--- config.mk ---
export PLATFORM = sky130hd
export DESIGN_NAME = uart_frame_ctrl_flat
export DESIGN_NICKNAME = d
export VERILOG_FILES = /design/src/rtl/uart_frame_ctrl_if.sv /design/src/rtl/uart_frame_ctrl.sv /design/src/flat_wrapper.sv
export SDC_FILE = /design/constraint.sdc
export NUM_CORES = 1
export LEC_CHECK = 0
export ABC_AREA = 1
export CAP_MARGIN = 10
export CORE_AREA = 2 2 106 108
export CTS_CLUSTER_SIZE = 25
export DETAILED_ROUTE_END_ITERATION = 7
export DIE_AREA = 0 0 108 110
export PLACE_DENSITY = 0.81
export SYNTH_ARGS = -nofsm -noshare
export SYNTH_HDL_FRONTEND = slang
export SYNTH_SLANG_ARGS = --single-unit
export TNS_END_PERCENT = 5
--- constraint.sdc ---
create_clock -name system_clk -period 2.9 [get_ports system_clk]
set_input_delay 0.58 -clock system_clk [delete_from_list [all_inputs] [get_ports system_clk]]
set_output_delay 0.58 -clock system_clk [all_outputs]
set_load 0.01 [all_outputs]
--- src/rtl/uart_frame_ctrl_if.sv ---
// Byte-stream and frame-handoff signals between a UART receiver, the frame
// parser and the frame consumer. The parser sits on the slave modport.
interface uart_frame_ctrl_if;
    logic [7:0]  rx_data;
    logic        rx_valid;
    logic        frame_valid;
    logic        frame_ack;
    logic [7:0]  cmd_addr;
    logic [3:0]  cmd_len;
    logic [63:0] cmd_payload;
    logic        err_csum;
    logic        err_len;
    logic        err_timeout;
    logic        rx_drop;

    modport master (
        output rx_data, rx_valid, frame_ack,
        input  frame_valid, cmd_addr, cmd_len, cmd_payload,
               err_csum, err_len, err_timeout, rx_drop
    );

    modport slave (
        input  rx_data, rx_valid, frame_ack,
        output frame_valid, cmd_addr, cmd_len, cmd_payload,
               err_csum, err_len, err_timeout, rx_drop
    );
endinterface

--- src/rtl/uart_frame_ctrl.sv ---
// Parses 0x55, ADDR, LEN, PAYLOAD[LEN], CSUM frames and holds them until acked.
// Defining UART_FRAME_TIMEOUT_EN adds an inter-byte timeout that abandons a stalled frame.
module uart_frame_ctrl #(
    parameter int CLK_FREQ      = 50000000,
    parameter int UART_BPS      = 9600,
    parameter int TIMEOUT_BYTES = 3
) (
    input  logic             system_clk,
    input  logic             system_rst,
    uart_frame_ctrl_if.slave bus
);
    typedef enum logic [2:0] {IDLE, ADDR, LEN, DATA, CSUM, HOLD} state_t;

    state_t      state_q, state_d;
    logic        frame_valid_q, frame_valid_d;
    logic [7:0]  cmd_addr_q, cmd_addr_d;
    logic [3:0]  cmd_len_q, cmd_len_d;
    logic [63:0] cmd_payload_q, cmd_payload_d;
    logic [7:0]  csum_q, csum_d;
    logic [2:0]  idx_q, idx_d;
    logic        err_csum_q, err_csum_d;
    logic        err_len_q, err_len_d;
    logic        rx_drop_q, rx_drop_d;

`ifdef UART_FRAME_TIMEOUT_EN
    localparam int TO_LIMIT = (CLK_FREQ / UART_BPS) * 10 * TIMEOUT_BYTES - 1;
    localparam int TO_W     = (TO_LIMIT > 1) ? $clog2(TO_LIMIT + 1) : 1;
    logic [TO_W-1:0] to_cnt_q, to_cnt_d;
    logic            err_timeout_q, err_timeout_d;
    assign bus.err_timeout = err_timeout_q;
`else
    // Timeout parameters have no effect when the timeout feature is left out.
    logic unused_to_cfg;
    assign unused_to_cfg   = ((CLK_FREQ / UART_BPS) * 10 * TIMEOUT_BYTES) != 0;
    assign bus.err_timeout = 1'b0;
`endif

    always_comb begin
        state_d       = state_q;
        frame_valid_d = frame_valid_q;
        cmd_addr_d    = cmd_addr_q;
        cmd_len_d     = cmd_len_q;
        cmd_payload_d = cmd_payload_q;
        csum_d        = csum_q;
        idx_d         = idx_q;
        err_csum_d    = 1'b0;
        err_len_d     = 1'b0;
        rx_drop_d     = 1'b0;
        case (state_q)
            IDLE: if (bus.rx_valid && bus.rx_data == 8'h55) begin
                state_d       = ADDR;
                cmd_payload_d = '0;
                csum_d        = '0;
                idx_d         = '0;
            end
            ADDR: if (bus.rx_valid) begin
                cmd_addr_d = bus.rx_data;
                csum_d     = csum_q + bus.rx_data;
                state_d    = LEN;
            end
            LEN: if (bus.rx_valid) begin
                if (bus.rx_data != 8'd0 && bus.rx_data <= 8'd8) begin
                    cmd_len_d = bus.rx_data[3:0];
                    csum_d    = csum_q + bus.rx_data;
                    state_d   = DATA;
                end else begin
                    err_len_d = 1'b1;
                    state_d   = IDLE;
                end
            end
            DATA: if (bus.rx_valid) begin
                cmd_payload_d[{idx_q, 3'b000} +: 8] = bus.rx_data;
                csum_d = csum_q + bus.rx_data;
                idx_d  = idx_q + 3'd1;
                if ({1'b0, idx_q} == cmd_len_q - 4'd1) state_d = CSUM;
            end
            CSUM: if (bus.rx_valid) begin
                if (bus.rx_data == csum_q) begin
                    frame_valid_d = 1'b1;
                    state_d       = HOLD;
                end else begin
                    err_csum_d = 1'b1;
                    state_d    = IDLE;
                end
            end
            HOLD: begin
                // Bytes arriving while a frame is pending are lost, even on the ack cycle.
                rx_drop_d = bus.rx_valid;
                if (bus.frame_ack) begin
                    frame_valid_d = 1'b0;
                    state_d       = IDLE;
                end
            end
            default: state_d = IDLE;
        endcase
`ifdef UART_FRAME_TIMEOUT_EN
        err_timeout_d = 1'b0;
        to_cnt_d      = '0;
        // to_cnt counts idle cycles since the last byte; a byte always wins over expiry.
        if (state_q inside {ADDR, LEN, DATA, CSUM} && !bus.rx_valid) begin
            if (to_cnt_q == TO_W'(TO_LIMIT - 1)) begin
                err_timeout_d = 1'b1;
                state_d       = IDLE;
            end else begin
                to_cnt_d = to_cnt_q + TO_W'(1);
            end
        end
`endif
    end

    always_ff @(posedge system_clk or posedge system_rst) begin
        if (system_rst) begin
            state_q       <= IDLE;
            frame_valid_q <= 1'b0;
            cmd_addr_q    <= '0;
            cmd_len_q     <= '0;
            cmd_payload_q <= '0;
            csum_q        <= '0;
            idx_q         <= '0;
            err_csum_q    <= 1'b0;
            err_len_q     <= 1'b0;
            rx_drop_q     <= 1'b0;
`ifdef UART_FRAME_TIMEOUT_EN
            to_cnt_q      <= '0;
            err_timeout_q <= 1'b0;
`endif
        end else begin
            state_q       <= state_d;
            frame_valid_q <= frame_valid_d;
            cmd_addr_q    <= cmd_addr_d;
            cmd_len_q     <= cmd_len_d;
            cmd_payload_q <= cmd_payload_d;
            csum_q        <= csum_d;
            idx_q         <= idx_d;
            err_csum_q    <= err_csum_d;
            err_len_q     <= err_len_d;
            rx_drop_q     <= rx_drop_d;
`ifdef UART_FRAME_TIMEOUT_EN
            to_cnt_q      <= to_cnt_d;
            err_timeout_q <= err_timeout_d;
`endif
        end
    end

    assign bus.frame_valid = frame_valid_q;
    assign bus.cmd_addr    = cmd_addr_q;
    assign bus.cmd_len     = cmd_len_q;
    assign bus.cmd_payload = cmd_payload_q;
    assign bus.err_csum    = err_csum_q;
    assign bus.err_len     = err_len_q;
    assign bus.rx_drop     = rx_drop_q;
endmodule

--- src/flat_wrapper.sv ---
// flat-port wrapper written by rule: the top's interface ports become plain ports
module uart_frame_ctrl_flat 
#(
    parameter int CLK_FREQ      = 50000000,
    parameter int UART_BPS      = 9600,
    parameter int TIMEOUT_BYTES = 3
)
  (system_clk, system_rst, bus_rx_data, bus_rx_valid, bus_frame_ack, bus_frame_valid, bus_cmd_addr, bus_cmd_len, bus_cmd_payload, bus_err_csum, bus_err_len, bus_err_timeout, bus_rx_drop);
  uart_frame_ctrl_if bus_i ();
  input  logic system_clk;
  input  logic system_rst;
  input wire logic [$bits(bus_i.rx_data)-1:0] bus_rx_data;
  input wire logic [$bits(bus_i.rx_valid)-1:0] bus_rx_valid;
  input wire logic [$bits(bus_i.frame_ack)-1:0] bus_frame_ack;
  output wire logic [$bits(bus_i.frame_valid)-1:0] bus_frame_valid;
  output wire logic [$bits(bus_i.cmd_addr)-1:0] bus_cmd_addr;
  output wire logic [$bits(bus_i.cmd_len)-1:0] bus_cmd_len;
  output wire logic [$bits(bus_i.cmd_payload)-1:0] bus_cmd_payload;
  output wire logic [$bits(bus_i.err_csum)-1:0] bus_err_csum;
  output wire logic [$bits(bus_i.err_len)-1:0] bus_err_len;
  output wire logic [$bits(bus_i.err_timeout)-1:0] bus_err_timeout;
  output wire logic [$bits(bus_i.rx_drop)-1:0] bus_rx_drop;
  assign bus_i.rx_data = bus_rx_data;
  assign bus_i.rx_valid = bus_rx_valid;
  assign bus_i.frame_ack = bus_frame_ack;
  assign bus_frame_valid = bus_i.frame_valid;
  assign bus_cmd_addr = bus_i.cmd_addr;
  assign bus_cmd_len = bus_i.cmd_len;
  assign bus_cmd_payload = bus_i.cmd_payload;
  assign bus_err_csum = bus_i.err_csum;
  assign bus_err_len = bus_i.err_len;
  assign bus_err_timeout = bus_i.err_timeout;
  assign bus_rx_drop = bus_i.rx_drop;
  uart_frame_ctrl #(.CLK_FREQ(CLK_FREQ), .UART_BPS(UART_BPS), .TIMEOUT_BYTES(TIMEOUT_BYTES)) u_core (.system_clk(system_clk), .system_rst(system_rst), .bus(bus_i));
endmodule
; Word-level counts from Yosys, hierarchy flattened
; Cells that the tools add are included.
[classes]
addsub = 4
n_mux = 33
shift = 2
magnitude_cmp = 1
n_eq_ne = 18
reduce_logical = 14
[op_table]
columns = operator, count
row1 = 64-bit two-way mux, 2
row2 = 64-bit one-hot mux with 2 select lines, 1
row3 = 64-bit bitwise mux, 1
row4 = "8-bit by 8-bit variable shift with 64-bit output, first input constant", 1
row5 = 8-bit by 8-bit variable part select with 64-bit output, 1
row6 = 8-bit two-way mux, 4
row7 = 3-bit two-way mux, 10
row8 = 8-bit one-hot mux with 3 select lines, 1
row9 = 3-bit one-hot mux with 6 select lines, 1
row10 = 1-bit two-way mux, 10
row11 = "2-bit by 1-bit != test with 1-bit output, second input constant", 5
row12 = "2-bit != test, second input constant", 5
row13 = 8-bit adder, 1
row14 = "8-bit by 7-bit == test with 1-bit output, second input constant", 1
row15 = 8-bit == test, 1
row16 = "8-bit by 4-bit <= comparator with 1-bit output, second input constant", 1
row17 = 6-bit negation with 8-bit output, 1
row18 = 8-bit nonzero test, 1
row19 = 7-bit AND reduction, 1
row20 = "3-bit by 2-bit == test with 1-bit output, second input constant", 2
row21 = "3-bit == test, second input constant", 2
row22 = 3-bit one-hot mux with 2 select lines, 1
row23 = 3-bit AND reduction, 2
row24 = 5-bit AND reduction, 1
row25 = 13 further kinds, 15
[word_totals]
word_cells = 82
inputBits = 12
register_bits = 94
output_inout_bits = 81

; Depth between registers and ports, before layout
; Gate-level depths: netlist of the first run.
[logic_depth]
ltp_word = 5
depth_mapped = 12
ltp_nobuf = 11

; Least setup slack after synthesis of the first run
; OpenSTA, ideal clock, no wires.
[synth_path]
path_kind = register to register
startpoint = register u_core.idx_q[0]
endpoint = register u_core.cmd_payload_q[48] (netlist: u_core.bus.cmd_payload[48])
path_slack_ns = 0.617
setup_time_ns = 0.066
synth_period_minus_slack_ns = 2.283
arrival_ns = 2.217
n_path_buf = 3
path_stages_with_launch = 11
path_cell_list = dfrtp_1 > buf_2 > inv_2 > buf_2 > ha_1 > ha_1 > clkbuf_1 > nor3_1 > a21oi_1 > nand2_1 > nand2_1
[synth_between]
elab_chain_cells = 5
elab_cells_between_ends = 6
cone_classes = 1 x add/sub / 2 x shift / 3 x mux
[synth_lines]
columns = element, line
row1 = "start, declared", uart_frame_ctrl.sv:20  ; logic [2:0] idx_q, idx_d;
row2 = "start signal, assigned", uart_frame_ctrl.sv:134  ; idx_q <= idx_d;
row3 = 6-bit negation with 8-bit output *, uart_frame_ctrl.sv:72  ; cmd_payload_d[{idx_q, 3'b000} +: 8] = bus.rx_data;
row4 = 8-bit by 8-bit variable part select with 64-bit output or 8-bit by 8-bit variable shift with 64-bit output (tied branches), uart_frame_ctrl.sv:72
row5 = 64-bit bitwise mux *, uart_frame_ctrl.sv:72
row6 = 64-bit two-way mux *, uart_frame_ctrl.sv:71  ; DATA: if (bus.rx_valid) begin
row7 = 64-bit one-hot mux with 2 select lines *, uart_frame_ctrl.sv:49  ; case (state_q)
row8 = "end signal, assigned", uart_frame_ctrl.sv:132  ; cmd_payload_q <= cmd_payload_d;
row9 = "end, declared", uart_frame_ctrl.sv:18  ; logic [63:0] cmd_payload_q, cmd_payload_d;
; Every way passes the cells marked *; elsewhere a longest branch is shown, timed or not. The select of a mux whose other input is x is not followed.
; A chain may end at the register's enable or synchronous reset.

; Final worst setup path of the first run
[layout_path]
startpoint = register u_core.idx_q[1]
endpoint = register u_core.cmd_payload_q[54] (netlist: u_core.bus.cmd_payload[54])
; The elaborated chain is that of the path after synthesis.

==> run_results.csv, run 1 <==
group,metric,value,unit
status,outcome,"completed",
power,irDropWorstVdd,0.3914,mV
die,pin_count,93,
die,rows,38,
global_route,grt_most_used_layer,"met2",
sta,hold_viol,0,
synthesis,synth.distinct_cells,30,
clocking,ctsRootBufferMaster,"clkbuf_8",
sta,drv_slew,0,
clocking,clk-insertion-delay-late,0.36,ns
synthesis,synth.largest_area_cell,"dfrtp_1",
route,wirelength,13630,um
sta,period_minus_slack,2.469,ns
die,initial_utilization,46.09,%
global_route,grt_use_met2,41.24,%
power,finalPower,4.579,mW
clocking,cts.sinks,94,
power,p_leak,3.164,nW
synthesis,yosys_warnings,0,
clocking,htree_levels,3,
synthesis,synth_edf_count,0,
setup_path,end_kind,"register",
synthesis,ys.flop_type,"dfrtp_1",
synthesis,syn_inst,643,
setup_path,critPathLaunchType,"register",
synthesis,yosys-top-cells-count,"nand2_1, dfrtp_1, nand3_1",
route,wire_per_inst,15.38,um
global_route,gr-total-overflow,0,
synthesis,avgSynthCellArea,7.669,um2
synthesis,synth_top_area_share,47.70,%
run,max-cap-violations,0,
synthesis,syn-cell-area,4931,um2
sta,setup_viol,0,
setup_path,crit_arrival,2.77,ns
global_route,grt_usage,23.67,%
global_route,grt_max_degree,39,
global_route,use_met3,4.056,%
setup_path,critical_path_class,"reg -> reg",
placement,hpwl,10360,um
layout,multi_input_area,2235,um2
placement,gp_congestion,0.9594,
sta,timing.fmax,0.4050,GHz
synthesis,synth_nets,671,
synthesis,ys_ff_latch,94,
layout,nNetsFinal,769,
clocking,post_cts_resized,0,
layout,fin_area,6256,um2
sta,rsz0062_at_grt,"false",
route,vias_per_cell,5.377,
sta,timing.slew.headroom,52.34,%
die,die_h,110,um
global_route,met1_usage,30.01,%
layout,regArea,2352,um2
sta,fin_worst_skew,0.01224,ns
synthesis,yosys-top-cells-area,"dfrtp_1, nand2_1, nand3_1, inv_1, ha_1",
layout,drive_above_1_share,7.641,%
die,die_area,11880,um2
synthesis,synth.most_common_cell,"nand2_1",
route,ant_nets,0,
global_route,grt_pass1_wl,21920,um
route,num_vias,4764,
route,firstDrtPassIters,5,
global_route,grt_pass1_vias,4507,
clocking,numCtsBuffers,9,
synthesis,synthArstFlopShare,100.0,%
sta,period_share,85.15,%
layout,area_growth,26.87,%
clocking,cts_buffer_depth,2,
global_route,antenna_found_initial,0,
clocking,cts_setup_buffers,0,
hold_path,hp-class,"reg -> reg",
power,p_per_area,732.0,nW/um2
sta,tns,0,ns
die,core_area,10700,um2
setup_path,cp.required,3.20,ns
sta,worstMarginPinSlew,0.7149,ns
layout,antenna_cells,0,
layout,fin_util,58.48,%
clocking,hold_buffers,0,
synthesis,ys_seq_area_share,47.70,%
route,drc,0,
clocking,clk_pin_slew,0.09,ns
placement,place.port_buffers,91,
route,drtIter0Drc,393,
setup_path,cp_max_fo,14,
die,die_w,108,um
layout,nFillCells,985,
clocking,cts_tree,"yes",
placement,place_area,6046,um2
## per-stage QoR
step	setup slack [ns]	std cells	hold WS (ns)
after floorplan	0.6173	643	0.4529
after global placement	0.3084	870	0.4544
after detailed placement	0.2130	870	0.4572
after CTS	0.4868	886	0.4790
after global routing	0.2321	886	0.5075
final	0.4306	886	0.4773
## worst paths after layout
check / start / endpoint / slack (ns) / cells after the start
max: u_core.idx_q[1]$_DFFE_PP0P_ / u_core.bus.cmd_payload[54]$_DFFE_PP0P_ / 0.43 / 7
min: u_core.bus.cmd_payload[61]$_DFFE_PP0P_ / u_core.bus.cmd_payload[61]$_DFFE_PP0P_ / 0.48 / 2
max reg2reg: u_core.idx_q[1]$_DFFE_PP0P_ / u_core.bus.cmd_payload[54]$_DFFE_PP0P_ / 0.43 / 7
min reg2reg: u_core.bus.cmd_payload[61]$_DFFE_PP0P_ / u_core.bus.cmd_payload[61]$_DFFE_PP0P_ / 0.48 / 2
max in group asynchronous: system_rst / u_core.bus.cmd_payload[23]$_DFFE_PP0P_ / 1.64 / 3
min in group asynchronous: system_rst / u_core.bus.cmd_payload[15]$_DFFE_PP0P_ / 0.63 / 2
## critical path: stages, from the launching register on
cell,delay (ns)
dfrtp_1,0.49
inv_1,0.15
ha_1,0.23
ha_1,0.56
nor3_1,0.15
a21oi_1,0.59
nand2_1,0.15
nand2_1,0.10
## final cells by class
| cell class | count | share of cell area, % |
|---|---|---|
| sequential | 94 | 37.60 |
| multi-input combinational | 464 | 35.72 |
| timing repair buffer | 105 | 16.44 |
| inverter | 67 | 4.080 |
| tap | 140 | 2.800 |
| clock buffer | 12 | 2.480 |
| clock inverter | 4 | 0.8800 |
## kinds of logic (layout without fill, tap and decap cells)
group / count (synthesis) / after routing / synth area share, %
AOI/OAI and AO/OA: 43 / 43 / 4.466
xor gates and xnor gates: 6 / 6 / 1.066
adders and majority gates: 16 / 16 / 4.212
buffers and inverters: 85 / 188 / 6.978
DFF: 94 / 94 / 47.70
other: 1 / 1 / 0.07605
and+or+nand+nor: 398 / 398 / 35.50
## state kept, by name, indices dropped and copies added (netlist names)
register and flops:
u_core.bus.cmd_payload 64, u_core.bus.cmd_addr 8, u_core.csum_q 8, u_core.bus.cmd_len 4, u_core.idx_q 3, u_core.state_q 3
u_core.bus.err_csum 1, u_core.bus.err_len 1, u_core.bus.frame_valid 1, u_core.bus.rx_drop 1
## routing by layer
metal | wire length, um | part of all wire, %
met1 | 5736 | 42
met2 | 6724 | 49
met3 | 872 | 6.4
met4 | 295 | 2.2
met5 | 0 | 0
## power by group
part           total [mW]  leakage [nW]  internal, mW  switching [mW]
Combinational        1.97          1.81         0.704            1.26
Sequential           1.68          1.25          1.52           0.165
Clock               0.926         0.103         0.450           0.477
## layout by cell type (no fill, tap or decap), types with 2 or more instances in the layout
cell	netlist	routed
nor3_1	35	35
nor2_4	3	3
ha_1	15	15
inv_1	57	56
a21oi_1	14	14
inv_2	10	10
clkinv_4	0	2
clkbuf_8	0	11
nor2_2	2	2
o21ai_0	27	27
dfrtp_1	94	94
nor2_1	40	40
nand2_2	6	6
buf_4	3	13
nand2_1	221	221
nand4_1	13	13
nand3_1	72	72
xor2_1	6	6
clkdlybuf4s50_1	0	91
clkinvlp_4	0	2
Power figures use the tool's default switching activity.
==> run 2: changes to the inputs <==
--- a/config.mk
+++ b/config.mk
@@ -5,13 +5,12 @@
 export SDC_FILE = /design/constraint.sdc
 export NUM_CORES = 1
 export LEC_CHECK = 0
-export ABC_AREA = 1
 export CAP_MARGIN = 10
-export CORE_AREA = 2 2 106 108
+export CORE_AREA = 2 2 103 105
 export CTS_CLUSTER_SIZE = 25
 export DETAILED_ROUTE_END_ITERATION = 7
-export DIE_AREA = 0 0 108 110
-export PLACE_DENSITY = 0.81
+export DIE_AREA = 0 0 105 107
+export PLACE_DENSITY = 0.82
 export SYNTH_ARGS = -nofsm -noshare
 export SYNTH_HDL_FRONTEND = slang
 export SYNTH_SLANG_ARGS = --single-unit
==> run 2 against run 1 <==
Effect of this change: worst hold slack gained 0.028 ns; wire length shrank 10%; synthesized area shrank 5.3%; fmax grew 0.44%; largest cell class unchanged.
==> run_results.csv, run 2 <==
group,metric,value,unit
status,outcome,"completed",
setup_path,critical_path_class,"in -> reg",
sta,setup_viol,0,
synthesis,yosys-top-cells-count,"dfrtp_1, nand3_1, nand2_1",
setup_path,end_kind,"register",
global_route,grt_max_degree,75,
synthesis,synth_top_area_share,50.36,%
setup_path,critPathLaunchType,"input pin",
setup_path,path_buf_inv,2,
die,pin_count,93,
global_route,grt_pass1_wl,19940,um
synthesis,syn-cell-area,4671,um2
hold_path,hp-class,"reg -> reg",
synthesis,ys.flop_type,"dfrtp_1",
setup_path,r2r-end,"u_core.bus.cmd_payload[24]$_DFFE_PP0P_",
route,drc,0,
setup_path,r2r_slack,0.45,ns
layout,layout_common_cells,"dfrtp_1, clkdlybuf4s50_1, nand3_1, nand2_1, o21ai_0",
setup_path,startpoint,"bus_rx_data[1]",
clocking,ctsRootBufferMaster,"clkbuf_8",
global_route,grt_usage,22.20,%
setup_path,cpPeakStageDelay,0.68,ns
hold_path,holdPathStages,1,
layout,fin_util,59.58,%
clocking,clk_pin_slew,0.10,ns
setup_path,rr_worst_depth,6,
power,irDropWorstVdd,0.4438,mV
sta,fin_worst_skew,0.01167,ns
synthesis,synth.distinct_cells,62,
sta,drv_slew,0,
setup_path,cp_cell_sequence,"clkdlybuf4s50_1, and4bb_2, and4_1, buf_4, o2111ai_2, o21ai_0",
die,die_area,11240,um2
layout,largest_reg_flops,64,
setup_path,worstReg2RegStart,"u_core.idx_q[0]$_DFFE_PP0P_",
layout,drive_above_1_share,13.35,%
route,wirelength,12200,um
setup_path,crit_cells,6,
sta,rsz0062_at_grt,"false",
layout,nNetsFinal,570,
synthesis,avgSynthCellArea,10.47,um2
die,die_h,107,um
setup_path,crit_arrival,2.67,ns
global_route,antenna_found_initial,0,
synthesis,synth_edf_count,0,
clocking,cts_tree,"yes",
die,die_w,105,um
setup_path,cp_max_fo,16,
route,drtIter0Drc,196,
sta,hold_viol,0,
synthesis,syn_inst,446,
sta,worstMarginPinSlew,0.6349,ns
layout,antenna_cells,0,
setup_path,crit_end,"u_core.bus.cmd_payload[30]$_DFFE_PP0P_",
global_route,gr-total-overflow,0,
route,ant_nets,0,
sta,period_minus_slack,2.459,ns
synthesis,synth_nets,474,
synthesis,yosys-top-cells-area,"dfrtp_1, nand3_1, a22o_1, ha_1, o21ai_0",
layout,layout_commonest_cell,"dfrtp_1",
clocking,hold_buffers,0,
sta,timing.slew.headroom,57.52,%
synthesis,ys_seq_area_share,50.36,%
power,p_per_area,697.6,nW/um2
synthesis,synthArstFlopShare,100.0,%
layout,area_growth,28.74,%
clocking,cts_buffer_depth,2,
die,initial_utilization,46.28,%
route,firstDrtPassIters,4,
clocking,numCtsBuffers,9,
route,num_vias,3834,
clocking,cts.sinks,94,
placement,hpwl,8908,um
synthesis,synth.largest_area_cell,"dfrtp_1",
synthesis,synth.most_common_cell,"dfrtp_1",
setup_path,cp_slowest_cell,"clkdlybuf4s50_1",
synthesis,yosys_warnings,0,
power,p_leak,2.535,nW
route,wire_per_inst,17.86,um
sta,period_share,84.78,%
run,max-cap-violations,0,
setup_path,critPathTopFamily,"buffers and inverters",
clocking,htree_levels,3,
placement,gp_congestion,0.8849,
sta,timing.fmax,0.4067,GHz
clocking,cts_setup_buffers,0,
die,core_area,10090,um2
clocking,clk-insertion-delay-late,0.37,ns
setup_path,cp.required,3.11,ns
synthesis,ys_ff_latch,94,
placement,place.port_buffers,91,
global_route,grt_pass1_vias,3821,
clocking,post_cts_resized,0,
sta,tns,0,ns
route,vias_per_cell,5.613,
die,rows,37,
-- run 2: worst min-delay path by stage --
stage,startpoint,to,slack (ns)
final,u_core.bus.cmd_payload[4]$_DFFE_PP0P_,u_core.bus.cmd_payload[4]$_DFFE_PP0P_,0.51
after global routing,u_core.bus.cmd_payload[4]$_DFFE_PP0P_,u_core.bus.cmd_payload[4]$_DFFE_PP0P_,0.53
after CTS,u_core.bus.cmd_payload[4]$_DFFE_PP0P_,u_core.bus.cmd_payload[4]$_DFFE_PP0P_,0.51
after detailed placement,u_core.bus.cmd_payload[4]$_DFFE_PP0P_,u_core.bus.cmd_payload[4]$_DFFE_PP0P_,0.49
after global placement,u_core.bus.cmd_payload[47]$_DFFE_PP0P_,u_core.bus.cmd_payload[47]$_DFFE_PP0P_,0.48
after floorplan,u_core.csum_q[2]$_DFFE_PP0P_,u_core.csum_q[2]$_DFFE_PP0P_,0.48
-- run 2: power breakdown --
| group | switching, mW | internal, mW | leakage, nW |
|---|---|---|---|
| Clock | 0.487 | 0.576 | 0.120 |
| Combinational | 0.777 | 0.678 | 1.14 |
| Sequential | 0.186 | 1.49 | 1.28 |
-- run 2: worst register-to-register path: cells and delay by family (launching register included) --
family	cells	cell delay [ns]
adders and majority gates	2	0.80
DFF	1	0.58
and+or+nand+nor	1	0.20
AOI/OAI and AO/OA	2	0.54
buffers and inverters	1	0.18
-- run 2: area by class of cell --
class                      instances  area [um2]
timing repair buffer             118        1126
clock buffer                       9       123.9
clock inverter                     7       120.1
inverter                          15       60.06
sequential                        94        2352
multi-input combinational        304        2061
tap                              136       170.2
fill                             890        4079
-- run 2: routing by layer --
layer	GRT usage, %	part of all wire [%]	vias up
li1	-	-	1800
met1	30.16	45	1865
met2	36.18	47	150
met3	4.742	7.0	19
met4	6.190	1.2	0
met5	0	0	-
-- run 2: cells by family (layout without fill, tap and decap cells) --
kind of cell / count (synthesis) / after routing / share of synthesized area (%)
simple gates: 154 / 154 / 17.31
xor+xnor: 6 / 6 / 1.125
flops: 94 / 94 / 50.36
fa+ha+maj: 16 / 16 / 4.447
buf+inv: 48 / 149 / 5.518
other cells: 1 / 1 / 0.08029
mux: 16 / 16 / 4.072
compound gates: 111 / 111 / 17.09
-- run 2: through the flow --
stage	worst slack [ns]	power, mW	cells	instance area, um2	hold slack, ns
6_report	0.4413	4.195	683	6013	0.5057
5_1_grt	0.2655	4.427	683	6013	0.5298
4_1_cts	0.4735	4.198	683	6013	0.5108
3_5_place_dp	0.08713	3.141	667	5769	0.4866
3_3_place_gp	0.1479	3.092	667	5769	0.4803
2_1_floorplan	0.6384	2.658	446	4674	0.4848
